**config.mk**
```make
export PLATFORM = sky130hd
export DESIGN_NAME = bin2bcd_seq
export DESIGN_NICKNAME = d
export VERILOG_FILES = /design/src/rtl/bin2bcd_pkg.sv /design/src/rtl/bcd_digit_adj.sv /design/src/rtl/bin2bcd_seq.sv
export SDC_FILE = /design/constraint.sdc
export NUM_CORES = 1
export LEC_CHECK = 0
export CELL_PAD_IN_SITES_DETAIL_PLACEMENT = 0
export CELL_PAD_IN_SITES_GLOBAL_PLACEMENT = 1
export CORE_MARGIN = 2
export CORE_UTILIZATION = 39
export DETAILED_ROUTE_END_ITERATION = 8
export GPL_TIMING_DRIVEN = 0
export MAX_ROUTING_LAYER = met4
export PLACE_DENSITY = 0.78
export SETUP_SLACK_MARGIN = 0.05
export SYNTH_ARGS = -nofsm -noshare
export SYNTH_HDL_FRONTEND = slang
export SYNTH_SLANG_ARGS = --single-unit
export TNS_END_PERCENT = 50
```
**constraint.sdc**
```tcl
create_clock -name clk -period 1.8 [get_ports clk]
set_input_delay 0.27 -clock clk [delete_from_list [all_inputs] [get_ports clk]]
set_output_delay 0.27 -clock clk [all_outputs]
set_load 0.02 [all_outputs]
```
**src/rtl/bin2bcd_pkg.sv**
```systemverilog
// Shared types and constants for the sequential double-dabble binary-to-BCD converter.
package bin2bcd_pkg;

    typedef enum logic [1:0] {
        IDLE   = 2'd0,
        SHIFT  = 2'd1,
        FINISH = 2'd2
    } state_t;

    localparam int          DIGIT_W        = 4;
    localparam logic [3:0]  ADD3_THRESHOLD = 4'd5;
    localparam logic [3:0]  ADD3_VALUE     = 4'd3;

endpackage

```
**src/rtl/bcd_digit_adj.sv**
```systemverilog
// Double-dabble digit correction: a BCD digit of 5 or more gets 3 added before the next shift.
module bcd_digit_adj
    import bin2bcd_pkg::*;
(
    input  logic [DIGIT_W-1:0] digit_i,
    output logic [DIGIT_W-1:0] digit_o
);

    // Digits never exceed 9, so the corrected value (at most 12) always fits in 4 bits.
    always_comb begin
        digit_o = digit_i;
        if (digit_i >= ADD3_THRESHOLD) begin
            digit_o = digit_i + ADD3_VALUE;
        end
    end

endmodule

```
**src/rtl/bin2bcd_seq.sv**
```systemverilog
// Sequential binary-to-BCD converter, one operand bit per clock (shift-and-add-3).
// Optional macro BIN2BCD_AUTOSTART_EN also starts a conversion whenever SW changes while idle.
module bin2bcd_seq
    import bin2bcd_pkg::*;
#(
    parameter int WIDTH  = 8,
    parameter int DIGITS = 3
) (
    input  logic                    clk,
    input  logic                    rst,
    input  logic [WIDTH-1:0]        SW,
    input  logic                    start,
    output logic [4*DIGITS-1:0]     BCD,
    output logic [7:0]              LD,
    output logic                    busy,
    output logic                    done
);

    localparam int CNT_W = $clog2(WIDTH + 1);
    localparam int SCR_W = DIGIT_W * DIGITS;

    state_t              state_q;
    logic [WIDTH-1:0]    operand_q;
    logic [SCR_W-1:0]    scratch_q;
    logic [CNT_W-1:0]    cnt_q;
    logic [SCR_W-1:0]    bcd_q;
    logic [7:0]          ld_q;
    logic                busy_q;
    logic                done_q;

    logic [SCR_W-1:0]    adjusted;
    logic [SCR_W-1:0]    scratch_d;
    logic [WIDTH-1:0]    operand_d;
    logic                launch;

    for (genvar g = 0; g < DIGITS; g++) begin : g_adj
        bcd_digit_adj u_adj (
            .digit_i (scratch_q[g*DIGIT_W +: DIGIT_W]),
            .digit_o (adjusted[g*DIGIT_W +: DIGIT_W])
        );
    end

    // Correct digits first, then shift the next operand MSB into the scratch units digit.
    assign {scratch_d, operand_d} = {adjusted, operand_q} << 1;

`ifdef BIN2BCD_AUTOSTART_EN
    logic [WIDTH-1:0]    lastSw_q;

    always_ff @(posedge clk) begin
        if (rst) begin
            lastSw_q <= '0;
        end else if (state_q == IDLE && launch) begin
            lastSw_q <= SW;
        end
    end

    assign launch = start || (SW != lastSw_q);
`else
    assign launch = start;
`endif

    always_ff @(posedge clk) begin
        if (rst) begin
            state_q   <= IDLE;
            operand_q <= '0;
            scratch_q <= '0;
            cnt_q     <= '0;
            bcd_q     <= '0;
            ld_q      <= '0;
            busy_q    <= 1'b0;
            done_q    <= 1'b0;
        end else begin
            done_q <= 1'b0;
            case (state_q)
                IDLE: begin
                    if (launch) begin
                        operand_q <= SW;
                        scratch_q <= '0;
                        cnt_q     <= CNT_W'(WIDTH);
                        busy_q    <= 1'b1;
                        state_q   <= SHIFT;
                    end
                end
                SHIFT: begin
                    operand_q <= operand_d;
                    scratch_q <= scratch_d;
                    cnt_q     <= cnt_q - CNT_W'(1);
                    if (cnt_q == CNT_W'(1)) begin
                        state_q <= FINISH;
                    end
                end
                FINISH: begin
                    bcd_q   <= scratch_q;
                    ld_q    <= scratch_q[7:0];
                    done_q  <= 1'b1;
                    busy_q  <= 1'b0;
                    state_q <= IDLE;
                end
                default: begin
                    state_q <= IDLE;
                    busy_q  <= 1'b0;
                end
            endcase
        end
    end

    assign BCD  = bcd_q;
    assign LD   = ld_q;
    assign busy = busy_q;
    assign done = done_q;

endmodule

```
==> Implementation_results.wiki <==
{| class="wikitable"
! Metric !! Value
|-
| Cell taking the most area after synthesis || dfxtp_1
|-
| Highest-count cells in the layout ignoring fill and taps || dfxtp_1, clkdlybuf4s50_1, a21oi_1, nor2_1, nand2_1
|-
| Min Clock Period, post-route || around 1600 ps
|-
| Total routing usage reported by global routing || 16.7%
|-
| Power density over cell area || 721 mW/mm^2
|-
| Post-Route Hold Slack || about 450 ps
|-
| Number of global-route vias before repair || 1396
|-
| Largest driver fanout on the critical path || 3
|-
| Power Total || roughly 1.7 mW
|-
| Number of buffers added on ports || 32
|-
| Gate count after technology mapping || 227
|-
| Final std cells w/o fill || 333
|-
| CTS tree || yes
|-
| Number of flops mapped to enable cells by yosys || 0
|-
| Netlist area before placement || about 0.0019 sq mm
|-
| Count of cell types in the netlist || 35
|-
| Initial antenna violation count || 0
|-
| Final RePlAce weighted congestion || roughly 0.79
|-
| Top-area cell type share of the netlist area || around 42%
|-
| Source-to-sink clock delay at the later pin of the worst-skew pair || ~290 ps
|-
| Die ar. || 0.00545 sq mm
|-
| Half-perimeter wire length after detailed placement || between 2000 and 3000 um
|-
| Buffer type at the clock tree root || clkbuf_8
|-
| Cell leakage power || about 0.92 nW
|-
| FFs w/ async S/R, synth || 0%
|-
| Total number of clock tree sinks || 40
|-
| Type of the worst min-delay path || reg -> reg
|-
| Clock Tree Buf Depth || 2
|-
| Core area || 0.00472 sq mm
|-
| Remaining DRCs || 0
|-
| Slew margin rel. || roughly 64%
|-
| Initial standard-cell utilization of the core || between 40 and 50%
|-
| Mean routed wirelength per cell || around 12 um
|-
| Aggregate global routing overflow || 0
|-
| Status || finished clean
|-
| Setup bufs post-CTS || 0
|-
| Finish-stage setup viols || 0
|-
| Number of standard-cell rows in the floorplan || 25
|-
| Warnings, synthesis || 0
|-
| Iteration count of the initial detailed-routing pass || 4
|-
| Number of buffers inserted by hold repair at cts || 0
|-
| Syn Area/Cell || approximately 8.4 sq um
|-
| Clk_skew || 5.65 ps
|-
| Top flip-flop cell by instance count after synthesis || dfxtp_1
|-
| Most frequent standard cell in the layout excluding fill and tap cells || dfxtp_1
|-
| Largest cells by area after synthesis || dfxtp_1, a21oi_1, nor2_1, ha_1, nand2_1
|-
| Max Cap Viol || 0
|-
| Fraction of layout cells with a size suffix above 1 || 13.5%
|-
| Element type at the critical path end || primary output
|-
| Data arrival time of the critical path || approximately 1400 ps
|-
| Number of vias per cell || 4.76
|-
| Sequential-to-total area share from yosys stat || about 42%
|-
| I/O pins || 33
|-
| Horizontal extent of the die || 73.9 um
|-
| Total Nets Final || 285
|-
| Wire length of the first global-routing pass || slightly below 7000 um
|-
| Maximum number of pins on one net before global-route repair || 12
|-
| Number of diodes || 0
|-
| Worst Path Required || about 1500 ps
|-
| H-tree Lvls || 2
|-
| Total clock buffers created by CTS || 5
|-
| Number of synthesized register bits || 40
|-
| Total length of routed wires || ~4000 um
|-
| Setup TNS || 0 ps
|-
| Clock input transition at the sequential cells of the worst setup and hold paths || 70 ps
|-
| Syn_nets || between 200 and 250
|-
| Post-cts gate resize count || 0
|-
| Vias || 1584
|-
| Register-to-register setup slack || just under 400 ps
|-
| Cell total after placement || approximately 330
|-
| Final cycle utilization of the critical path || 90.2%
|-
| Layout overhead on the synthesized area || 25.3%
|-
| Hold Vio Cnt, Final || 0
|-
| Hold-critical path depth || 2
|-
| Number of violations reported at the end of detailed-routing iteration 0 || between 60 and 70
|-
| Number of nets with antenna violations after routing || 0
|-
| Max Clock Freq || 616 MHz
|-
| Worst Tran Pin Value || 543 ps
|-
| Worst supply voltage drop on vdd || slightly above 300 uV
|-
| Cells on worst reg2reg path || 6
|-
| Die Y || 73.9 um
|-
| Startpoint type of the worst setup path || flip-flop
|-
| Max Slew Vio Count || 0
|-
| Setup repair after global routing missed its margin || false
|-
| Crit path kind || reg -> out
|}
cell families (layout without fill, tap and decap cells):
kind of cell	after synthesis	count (layout)	synth area share [%]
AND/OR/NAND/NOR	77	77	18.2
AO/OA/AOI/OAI	60	60	20.6
flip-flops	40	40	42.1
buffers and inverters	33	72	9.34
adder cells (fa/ha/maj)	8	8	5.26
XOR/XNOR	5	5	2.30
multiplexers	4	4	2.17
power by group:
part / switching, mW / internal [mW]
clock network: 0.299 / 0.263
registers: 0.0255 / 0.918
logic: 0.121 / 0.0934
total: 0.445 / 1.27
cell usage after synthesis (4+ instances only):
| master | count |
|---|---|
| dfxtp_1 | 40 |
| buf_2 | 7 |
| nor2_1 | 27 |
| a21oi_1 | 28 |
| o21ai_0 | 5 |
| a22oi_1 | 4 |
| nand2_1 | 26 |
| nand2b_1 | 5 |
| nor3_1 | 5 |
| ha_1 | 8 |
| inv_1 | 14 |
| buf_4 | 10 |
| a22o_1 | 8 |
layer usage:
metal / up-vias / GRT usage (%) / share of wire (%)
met3: 5 / 4.12 / 4.0
met2: 34 / 24.7 / 44
met4: 0 / 6.06 / 1.5
met1: 709 / 22.0 / 50
li1: 836 / - / -
met5: - / - / 0
cell type report:
type,count,area [sq um]
Fill cell,470,2340
Multi-Input combinational cell,154,925
Sequential cell,40,801
Timing Repair Buffer,32,320
Buffer,19,125
Tap cell,67,83.8
Clock buffer,6,72.6
Inverter,14,52.6
Clock inverter,1,5.00
critical path, cell delays in order, from the launching register on:
cell	delay, ps
dfxtp_1	360
buf_4	110
clkdlybuf4s50_1	580
metrics by stage:
step                worst slack (ps)  instance area (sq um)  utilization [%]
finish                           176                   2380             50.5
global route                     132                   2380             50.5
CTS                              173                   2380             50.5
detailed placement              64.4                   2310             48.8
global placement                78.9                   2310             48.8
floorplan                        515                   1900                -
path summary, 6_finish.rpt:
check	startpoint	to
setup / recovery	BCD[3]$_SDFFE_PP0P_	LD[3]
hold / removal	BCD[9]$_SDFFE_PP0P_	BCD[9]$_SDFFE_PP0P_
setup reg to reg	scratch_q[9]$_SDFFE_PP0P_	scratch_q[10]$_SDFFE_PP0P_
hold reg to reg	BCD[9]$_SDFFE_PP0P_	BCD[9]$_SDFFE_PP0P_
sequential cells by signal (all words and copies together), names as in the netlist:
signal	flops
BCD	12
cnt_q	4
scratch_q	12
busy	1
state_q	2
done	1
operand_q	8
Power figures use the tool's default switching activity.
==> edit, RTL diff (same flow settings) <==
Put one more register stage on the output `BCD`. The value now appears one clock later. The other outputs are not delayed to match.
--- a/src/rtl/bin2bcd_seq.sv
+++ b/src/rtl/bin2bcd_seq.sv
@@ -104,7 +104,9 @@
         end
     end
 
-    assign BCD  = bcd_q;
+    always_ff @(posedge clk) begin
+        BCD <= bcd_q;
+    end
     assign LD   = ld_q;
     assign busy = busy_q;
     assign done = done_q;
Check against the original RTL: no difference found for any inputs over 10 cycles, from zero or initial values and one cycle with rst high; that may be too few to reach the edited logic, so the function may still have changed.
==> edit against the original RTL <==
- count of clock-buffer cells in the layout unchanged
- highest routed layer unchanged
- power grew 21%
- final cell count rose by 3.9%
- routed wire length is 0.75% higher
- fmax fell by 0.80%
- critical path depth unchanged
- sequential cell count is 12 higher
- sequential power rose by 27%
- synthesized area rose by 11%
- global-route usage shrank 1.6 points
- synthesized cell count rose by 4.0%
- via count rose by 4.5%
- setup slack lost 0.013 ns
- final area rose by 9.5%
==> edit: results (changes against the original RTL) <==
\begin{tabular}{lr}
\hline
Metric & Value \\
\hline
\multicolumn{2}{l}{\textbf{Worst hold path}} \\
\quad Start point of the worst min-delay path & bcd\_q[9]\$\_SDFFE\_PP0P\_ \\
\multicolumn{2}{l}{\textbf{Route}} \\
\quad Drt via density & 4.786 (+0.62\%) \\
\quad Length of the first detailed-routing pass in iterations & 5 (+1) \\
\quad Number of DRC markers in iteration 0 & 90 (+36\%) \\
\multicolumn{2}{l}{\textbf{Status}} \\
\quad Run status & finished, final reports clean \\
\multicolumn{2}{l}{\textbf{Power}} \\
\quad IR drop worst, VDD & 349.9 µV (+13\%) \\
\quad Switch Pwr & 0.0005240 W (+18\%) \\
\multicolumn{2}{l}{\textbf{Global route}} \\
\quad Maximum number of pins on one net before global-route repair & 17 (+5) \\
\quad Via count of the first global-routing pass & 1546 (+11\%) \\
\multicolumn{2}{l}{\textbf{Logic synthesis}} \\
\quad Most used standard cells in the synthesized netlist & 52 x sky130\_fd\_sc\_hd\_\_dfxtp\_1, 31 x sky130\_fd\_sc\_hd\_\_nor2\_1, 26 x sky130\_fd\_sc\_hd\_\_nand2\_1, 24 x sky130\_fd\_sc\_hd\_\_a21oi\_1, 11 x sky130\_fd\_sc\_hd\_\_inv\_1 \\
\quad Sequential share of the synthesized area & 0.4920 (+0.07124) \\
\quad Synth unique cells & 37 (+5.7\%) \\
\quad Top area cells in the synthesized netlist & sky130\_fd\_sc\_hd\_\_dfxtp\_1 49\%, sky130\_fd\_sc\_hd\_\_a21oi\_1 5.7\%, sky130\_fd\_sc\_hd\_\_nor2\_1 5.5\% \\
\quad Net count after synthesis & 255 (+3.7\%) \\
\multicolumn{2}{l}{\textbf{Finish}} \\
\quad Fillcell total & 509 (+8.3\%) \\
\quad Final \#Nets & 294 (+3.2\%) \\
\quad Share of post-route cells with drive strength above 1 & 0.1268 (-0.008527) \\
\multicolumn{2}{l}{\textbf{Timing}} \\
\quad Worst relative slew slack & 0.6405 (+0.002172) \\
\quad Setup skew after layout & 0.003637 ns (-0.002010 ns) \\
\multicolumn{2}{l}{\textbf{Setup path}} \\
\quad Startpoint of the most critical setup path & bcd\_q[3]\$\_SDFFE\_PP0P\_ \\
\quad Reg-to-reg critical path startpoint & scratch\_q[1]\$\_SDFFE\_PP0P\_ \\
\quad Arr. time, crit path & 1.37 ns (+0.02 ns) \\
\multicolumn{2}{l}{\textbf{Placement}} \\
\quad Final RePlAce weighted congestion & 0.7983 (+0.43\%) \\
\quad Half-perimeter wire length of the detailed placement result & 2.842 mm (-2.6\%) \\
\multicolumn{2}{l}{\textbf{Clock tree}} \\
\quad Clock-pin slew reported for the worst setup and hold paths after clock tree synthesis & 0.09 ns (+0.02 ns) \\
\hline
\end{tabular}
-- edit: cell types whose count changed after synthesis, sizes merged, moves of 4 or more --
cell,delta
dfxtp,+12
nor3,+4
a21oi,-6
nor2,+4
a2bb2oi,+4
-- edit: area by class of cell --
type / instances / area share
flip-flops and latches: 52 / 0.3985
multi-input cells: 153 / 0.3472
repair buffers: 32 / 0.1226
plain buffers: 19 / 0.04693
well taps: 70 / 0.03352
clock buffers: 6 / 0.02778
inverters: 12 / 0.01724
clock inverters: 2 / 0.006226
-- edit: logic make-up after synthesis --
logic type | count (synthesis) | synth area share
flops | 52 | 0.4920
simple gates | 84 | 0.1798
mux | 4 | 0.01952
fa+ha+maj | 8 | 0.04731
compound gates | 52 | 0.1614
xor+xnor | 5 | 0.02070
buf+inv | 31 | 0.07923
-- edit: power groups by stage --
stage          clock, W  sequential, W  combinational (W)
2_1_floorplan         0        0.00123           0.000144
3_3_place_gp          0        0.00123           0.000209
3_5_place_dp          0        0.00123           0.000210
4_1_cts        0.000691        0.00120           0.000211
5_1_grt        0.000747        0.00121           0.000234
6_report       0.000664        0.00120           0.000208
-- edit: path summary, 6_finish.rpt --
path,endpoint,slack [ns],cells past startpoint
worst max-delay path,LD[3],0.16,2
worst min-delay path,BCD[9]$_DFF_P_,0.36,0
worst max register to register,scratch_q[2]$_SDFFE_PP0P_,0.28,6
worst min register to register,BCD[9]$_DFF_P_,0.36,0
-- edit: worst reg2reg max path: stages (launching register included) --
cell	delay [ns]
sky130_fd_sc_hd__dfxtp_1	0.39
sky130_fd_sc_hd__inv_1	0.09
sky130_fd_sc_hd__ha_1	0.17
sky130_fd_sc_hd__nand2b_1	0.13
sky130_fd_sc_hd__a21oi_1	0.31
sky130_fd_sc_hd__mux2i_1	0.13
sky130_fd_sc_hd__a22o_1	0.20
-- edit: per-stage QoR --
stage | hold WS (ns) | cell area, µm² | cells | total power (W) | setup WS, ns
2_1_floorplan | 0.3306 | 2116 | 236 | 0.001373 | 0.4328
3_3_place_gp | 0.3347 | 2524 | 338 | 0.001440 | 0.1687
3_5_place_dp | 0.3423 | 2524 | 338 | 0.001441 | 0.1822
4_1_cts | 0.3599 | 2613 | 346 | 0.002106 | 0.1380
5_1_grt | 0.3671 | 2613 | 346 | 0.002190 | 0.08959
6_report | 0.3552 | 2613 | 346 | 0.002077 | 0.1632
-- edit: routing by layer --
layer,up-vias,GRT usage,share of wire
met5,-,-,0
li1,858,-,-
met1,759,0.1783,0.48
met2,29,0.2474,0.47
met4,0,0.06429,0.018
met3,10,0.03488,0.032
